===== src/rtl/maze_parameters.sv =====
// ============================================================================
// Module   : maze_parameters (package)
// Purpose  : Shared maze geometry defaults, FSM state encoding, direction
//            encoding and the button-priority helper for the maze movement
//            controller.
// Revision : 1.0 - initial release
// ============================================================================
`default_nettype none

package maze_parameters;

  localparam int MAZE_W  = 10;
  localparam int MAZE_H  = 10;
  localparam int COORD_W = 4;

  typedef enum logic [1:0] {
    ST_IDLE       = 2'd0,
    ST_CHECK      = 2'd1,
    ST_WAIT_FRAME = 2'd2,
    ST_WIN        = 2'd3
  } state_t;

  // Direction codes double as the bit index of each button in the edge vector.
  typedef enum logic [1:0] {
    DIR_UP    = 2'd0,
    DIR_DOWN  = 2'd1,
    DIR_LEFT  = 2'd2,
    DIR_RIGHT = 2'd3
  } dir_t;

  // Lowest index wins, giving up > down > left > right.
  function automatic dir_t pick_dir(input logic [3:0] edges);
    dir_t d;
    if (edges[0])      d = DIR_UP;
    else if (edges[1]) d = DIR_DOWN;
    else if (edges[2]) d = DIR_LEFT;
    else               d = DIR_RIGHT;
    return d;
  endfunction

endpackage

`default_nettype wire


===== src/rtl/btn_edge_detect.sv =====
// ============================================================================
// Module   : btn_edge_detect
// Purpose  : Registered rising-edge detector for level-sensitive buttons.
//            The history register resets to all-ones so a button held
//            through reset is not reported as a new press.
// Ports    : clk      - clock, rising edge
//            reset    - asynchronous, active-low
//            btn      - WIDTH synchronous button levels
//            btn_edge - WIDTH rising-edge flags (btn & ~previous btn)
// Revision : 1.0 - initial release
// ============================================================================
`default_nettype none

module btn_edge_detect #(
  parameter int WIDTH = 4
) (
  input  logic             clk,
  input  logic             reset,
  input  logic [WIDTH-1:0] btn,
  output logic [WIDTH-1:0] btn_edge
);

  logic [WIDTH-1:0] r_btn_q;

  always_ff @(posedge clk or negedge reset) begin
    if (!reset) begin
      r_btn_q <= '1;
    end else begin
      r_btn_q <= btn;
    end
  end

  assign btn_edge = btn & ~r_btn_q;

endmodule

`default_nettype wire


===== src/rtl/maze_move_ctrl.sv =====
// ============================================================================
// Module   : maze_move_ctrl
// Purpose  : Sequences player movement through a bitmap maze. One button
//            edge is accepted per move, the target cell is checked against
//            the maze bounds and walls, and the new position is committed
//            only on a frame boundary so the display never tears.
// Ports    : clk         - clock, rising edge
//            reset       - asynchronous, active-low
//            maze        - MAZE_W*MAZE_H wall bitmap, bit y*MAZE_W+x, 1 = wall
//            btn_up/down/left/right - debounced level buttons
//            frame_start - one-cycle pulse at start of vertical blanking
//            restart     - one-cycle pulse returning the game to start
//            player_pos  - {x, y} current position
//            player_end  - {END_X, END_Y} goal position (constant)
//            win         - high from goal commit until restart/reset
//            move_count  - committed move count, saturating at 16'hFFFF
//            bump        - one-cycle pulse when a requested move is rejected
// Revision : 1.0 - initial release
// ============================================================================
`default_nettype none

module maze_move_ctrl
  import maze_parameters::*;
#(
  parameter int MAZE_W  = maze_parameters::MAZE_W,
  parameter int MAZE_H  = maze_parameters::MAZE_H,
  parameter int COORD_W = maze_parameters::COORD_W,
  parameter int START_X = 1,
  parameter int START_Y = 0,
  parameter int END_X   = 8,
  parameter int END_Y   = 9
) (
  input  logic                   clk,
  input  logic                   reset,
  input  logic [MAZE_W*MAZE_H-1:0] maze,
  input  logic                   btn_up,
  input  logic                   btn_down,
  input  logic                   btn_left,
  input  logic                   btn_right,
  input  logic                   frame_start,
  input  logic                   restart,
  output logic [2*COORD_W-1:0]   player_pos,
  output logic [2*COORD_W-1:0]   player_end,
  output logic                   win,
  output logic [15:0]            move_count,
  output logic                   bump
);

  localparam int                 c_IDX_W   = $clog2(MAZE_W * MAZE_H);
  localparam logic [COORD_W-1:0] c_START_X = COORD_W'(START_X);
  localparam logic [COORD_W-1:0] c_START_Y = COORD_W'(START_Y);
  localparam logic [COORD_W-1:0] c_END_X   = COORD_W'(END_X);
  localparam logic [COORD_W-1:0] c_END_Y   = COORD_W'(END_Y);

  state_t               r_state;
  dir_t                 r_dir;
  logic [COORD_W-1:0]   r_pos_x;
  logic [COORD_W-1:0]   r_pos_y;
  logic [COORD_W-1:0]   r_tgt_x;
  logic [COORD_W-1:0]   r_tgt_y;
  logic [15:0]          r_move_count;
  logic                 r_win;
  logic                 r_bump;

  logic [3:0]           w_edge;
  logic [COORD_W-1:0]   w_tx;
  logic [COORD_W-1:0]   w_ty;
  logic                 w_oob;
  logic [c_IDX_W-1:0]   w_idx;
  logic                 w_blocked;

  // Bit order matches the direction encoding, so index 0 is up.
  btn_edge_detect #(
    .WIDTH (4)
  ) u_btn_edge (
    .clk      (clk),
    .reset    (reset),
    .btn      ({btn_right, btn_left, btn_down, btn_up}),
    .btn_edge (w_edge)
  );

  // Target cell and legality. Bounds are tested before the arithmetic is
  // trusted, so a wrapped coordinate is never used as a maze index.
  always_comb begin
    w_tx  = r_pos_x;
    w_ty  = r_pos_y;
    w_oob = 1'b0;
    case (r_dir)
      DIR_UP: begin
        w_oob = (r_pos_y == '0);
        w_ty  = r_pos_y - 1'b1;
      end
      DIR_DOWN: begin
        w_oob = ((32'(r_pos_y) + 32'd1) >= 32'(MAZE_H));
        w_ty  = r_pos_y + 1'b1;
      end
      DIR_LEFT: begin
        w_oob = (r_pos_x == '0);
        w_tx  = r_pos_x - 1'b1;
      end
      DIR_RIGHT: begin
        w_oob = ((32'(r_pos_x) + 32'd1) >= 32'(MAZE_W));
        w_tx  = r_pos_x + 1'b1;
      end
      default: w_oob = 1'b1;
    endcase
    w_idx     = w_oob ? '0 : c_IDX_W'(32'(w_ty) * 32'(MAZE_W) + 32'(w_tx));
    w_blocked = w_oob | maze[w_idx];
  end

  always_ff @(posedge clk or negedge reset) begin
    if (!reset) begin
      r_state      <= ST_IDLE;
      r_dir        <= DIR_UP;
      r_pos_x      <= c_START_X;
      r_pos_y      <= c_START_Y;
      r_tgt_x      <= c_START_X;
      r_tgt_y      <= c_START_Y;
      r_move_count <= '0;
      r_win        <= 1'b0;
      r_bump       <= 1'b0;
    end else begin
      r_bump <= 1'b0;
      if (restart) begin
        // Restart outranks any frame or button activity in the same cycle.
        r_state      <= ST_IDLE;
        r_pos_x      <= c_START_X;
        r_pos_y      <= c_START_Y;
        r_move_count <= '0;
        r_win        <= 1'b0;
      end else begin
        case (r_state)
          ST_IDLE: begin
            if (|w_edge) begin
              r_dir   <= pick_dir(w_edge);
              r_state <= ST_CHECK;
            end
          end
          ST_CHECK: begin
            if (w_blocked) begin
              r_bump  <= 1'b1;
              r_state <= ST_IDLE;
            end else begin
              r_tgt_x <= w_tx;
              r_tgt_y <= w_ty;
              r_state <= ST_WAIT_FRAME;
            end
          end
          ST_WAIT_FRAME: begin
            if (frame_start) begin
              r_pos_x <= r_tgt_x;
              r_pos_y <= r_tgt_y;
              if (r_move_count != 16'hFFFF) begin
                r_move_count <= r_move_count + 16'd1;
              end
              if ((r_tgt_x == c_END_X) && (r_tgt_y == c_END_Y)) begin
                r_win   <= 1'b1;
                r_state <= ST_WIN;
              end else begin
                r_state <= ST_IDLE;
              end
            end
          end
          ST_WIN: begin
            r_state <= ST_WIN;
          end
          default: r_state <= ST_IDLE;
        endcase
      end
    end
  end

  assign player_pos = {r_pos_x, r_pos_y};
  assign player_end = {c_END_X, c_END_Y};
  assign win        = r_win;
  assign move_count = r_move_count;
  assign bump       = r_bump;

endmodule

`default_nettype wire


===== config.mk =====
export PLATFORM = sky130hd
export DESIGN_NAME = maze_move_ctrl
export DESIGN_NICKNAME = d
export VERILOG_FILES = /design/src/rtl/maze_parameters.sv /design/src/rtl/btn_edge_detect.sv /design/src/rtl/maze_move_ctrl.sv
export SDC_FILE = /design/constraint.sdc
export NUM_CORES = 1
export LEC_CHECK = 0
export ABC_CLOCK_PERIOD_IN_PS = 5500
export BUFFER_PORTS_ARGS = -buffer_cell sky130_fd_sc_hd__buf_2
export CORE_MARGIN = 5
export CORE_UTILIZATION = 50
export CTS_BUF_LIST = sky130_fd_sc_hd__clkbuf_8 sky130_fd_sc_hd__clkbuf_16
export DETAILED_ROUTE_END_ITERATION = 8
export PLACE_DENSITY_LB_ADDON = 0.3
export SYNTH_ARGS = -nofsm -noshare
export SYNTH_HDL_FRONTEND = slang
export SYNTH_SLANG_ARGS = --single-unit

===== constraint.sdc =====
create_clock -name clk -period 5.5 [get_ports clk]
set_clock_uncertainty 0.05 [all_clocks]
set_input_delay 1.1 -clock clk [delete_from_list [all_inputs] [get_ports clk]]
set_output_delay 1.1 -clock clk [all_outputs]
set_load 0.05 [all_outputs]

==> flow_summary.yaml <==
yosys:
  yosysUniqueCellTypes: 66
  synth_area_leader_cell: "dfrtp_1"
  ys_async_sr_fraction_pct: 100.0
  yosysTopAreaCellShare_pct: 24.56
  synth-main-ff-cell: "dfrtp_1"
  ys_top_cells_by_area: "dfrtp_1, mux4_2, ha_1"
  synthesis.instances: 391
  synth_seq_cells: 42
  synth.avg_cell_area_um2: 9.382
  synth-edff-count: 0
  netlist_area_um2: 3669
  yosys_warnings: 0
  ys_seq_area_share_pct: 28.85
setup_path:
  required_ns: 5.62
  cp.depth: 17
  cp_top_family: "compound AO/OA/AOI/OAI gates"
  timing.rr.start: "r_dir[1]"
  crit_top_cell: "ha_1"
  cp_slowest_cell: "fa_1"
  r2r_cells: 17
  worstSetupPathType: "flop to flop"
  critical_path_arrival_ns: 5.08
  cp-end-kind: "flop"
  crit_start: "r_dir[1]"
  max_stage_delay_ns: 0.56
  path_max_fanout: 8
  crit_chain: "nand2b_1 -> ha_1 -> a21o_1 -> a2111o_1 -> nand4_1 -> o311ai_1 -> ha_1 -> ha_1 -> fa_1 -> nand2_1 -> nor2_1 -> xor2_1 -> xnor2_1 -> a311o_1 -> o221ai_1 -> o2111ai_4 -> mux2_2"
  cp_num_buf_inv: 0
  start_kind: "flop"
timing:
  layout_min_cycle_time_ns: 4.958
  rsz0062_at_grt: "false"
  worst_hold_slack_ns: 0.4826
  slew_viol_final: 0
  worstMarginPinSlew_ns: 0.9109
  setup_viol: 0
  fmax_mhz: 201.7
  setup_tns_ns: 0
  hold_viol: 0
  slew-limit-headroom_pct: 39.28
  fin_crit_sh_pct: 90.15
route:
  ant_nets: 0
  vias_per_cell: 5.653
  wl_mm: 10.11
  drt-initial-drc-count: 173
  wl_per_cell_um: 16.40
  vias: 3482
  firstDrtPassIters: 4
  drc_errors: 0
clock_network:
  root_buffer: "clkbuf_8"
  cts_num_sinks: 42
  postCtsSetupBuffers: 0
  cts_tree: "yes"
  cts_hold_buf: 0
  cts_buffer_depth: 2
  path_clk_slew_ns: 0.07
  cts_buffers: 5
  clock_latency_ns: 0.29
  htree_levels: 2
  cts_resized: 0
pwr:
  ir_drop_uv: 380.4
  leakage_nw: 2.101
  power_density_nw_per_um2: 528.1
place:
  placedCellCount: 608
  place_congestion: 0.9271
  dpl_cell_area_um2: 4372
  io_buffers: 133
  hpwl_mm: 8.144
grt:
  grt_first_pass_wirelength_mm: 16.13
  grt_usage_pct: 22.09
  grt_max_degree: 43
  antenna_found_initial: 0
  grt_overflow: 0
  grt_pass1_vias: 3323
worst_hold_path:
  hp-start: "win"
  hold_depth: 2
  hold_path_class: "flop to flop"
run_status:
  status: "complete, no violations"
final_layout:
  nFillCells: 653
  area_growth_pct: 21.35
  diodes: 0
  drive_gt1_share_pct: 35.01
  fin_area_um2: 4452
  instances_no_fill: 616
  finalNetCount: 645
  post-route-util_pct: 61.71
die:
  floorplan.initialDensity_pct: 50.85
  io_pins: 142
  fp.dieW_um: 95.66
  core-area_um2: 7214
  fp-row-count: 31
  die_height_um: 95.66
  die_area_um2: 9150
flow_run:
  max_cap_viol_count: 0
[report_power, final]
| part | switching, W | internal [W] |
|---|---|---|
| Sequential | 0.0000373 | 0.000354 |
| Clock | 0.0000967 | 0.0000846 |
| Combinational | 0.00101 | 0.000768 |
[flip-flops by register name, indices dropped and copies added, names as in the netlist]
| signal | flops |
|---|---|
| move_count | 16 |
| win | 1 |
| r_state | 2 |
| bump | 1 |
| r_tgt_x | 4 |
| u_btn_edge.r_btn_q | 4 |
| r_pos_y | 4 |
| r_pos_x | 4 |
| r_tgt_y | 4 |
| r_dir | 2 |
[worst min-delay path, stage by stage (launching register included)]
cell     delay (ns)
dfrtp_1        0.36
a21oi_1        0.05
nor2_1         0.08
[Yosys cell counts (5+ instances only)]
cell,number
clkbuf_1,12
nor4_1,8
xnor2_1,11
mux2i_1,7
nand4_1,6
dfstp_2,6
a31oi_1,8
ha_1,17
mux4_2,13
dfrtp_1,36
buf_4,9
nand3_1,14
nand2b_1,5
mux2_2,10
nor3_1,5
nand2_1,39
nor2_1,40
o21ai_0,16
xor2_1,16
inv_1,13
a21oi_1,21
[routing by layer]
metal	wire, um	vias to the layer above	share of wire (%)	track usage, %
met5	0	-	0	0
met4	136	0	1.3	4.976
met3	507	16	5.0	3.078
met2	4974	117	49	34.51
met1	4486	1666	44	32.50
li1	-	1683	-	-
[cell usage in the layout (no fill, tap or decap), drive strengths merged, types with 6 or more instances in the layout]
cell type and n:
a21oi 22, a31oi 9, buf 139, conb 8, dfrtp 36, dfstp 6
ha 17, inv 16, mux2 10, mux2i 7, mux4 17, nand2 39
nand3 14, nand4 6, nor2 40, nor4 8, o21ai 16, xnor2 12
xor2 16
[cell families after synthesis]
logic type | share of synthesized area [%]
other cells | 0.2047
fa+ha+maj | 7.981
buf+inv | 5.525
mux | 15.83
simple gates | 17.56
xor+xnor | 7.196
compound gates | 16.85
flops | 28.85
[final timing paths]
kind	endpoint	slack, ns
hold / removal	win	0.48
setup / recovery	r_tgt_y[0]	0.54
hold reg to reg	win	0.48
min in group asynchronous	move_count[2]	0.89
setup reg to reg	r_tgt_y[0]	0.54
max in group asynchronous	r_pos_y[1]	3.94
[cell type report]
type | count | area [um2] | area share, %
clock inverter | 3 | 11.26 | 0.2530
multi-input combinational | 315 | 2430 | 54.58
sequential | 42 | 1059 | 23.78
clock buffer | 5 | 68.82 | 1.546
timing repair buffer | 139 | 710.7 | 15.96
tap | 99 | 123.9 | 2.782
inverter | 13 | 48.80 | 1.096
[metrics by stage]
stage               setup slack, ns  total power [W]
global route                 0.2376         0.002538
global placement             0.6976         0.002104
CTS                          0.5454         0.002328
detailed placement           0.5675         0.002138
floorplan                    0.8962         0.001774
finish                       0.5420         0.002351
(Power assumes the default switching activity.)
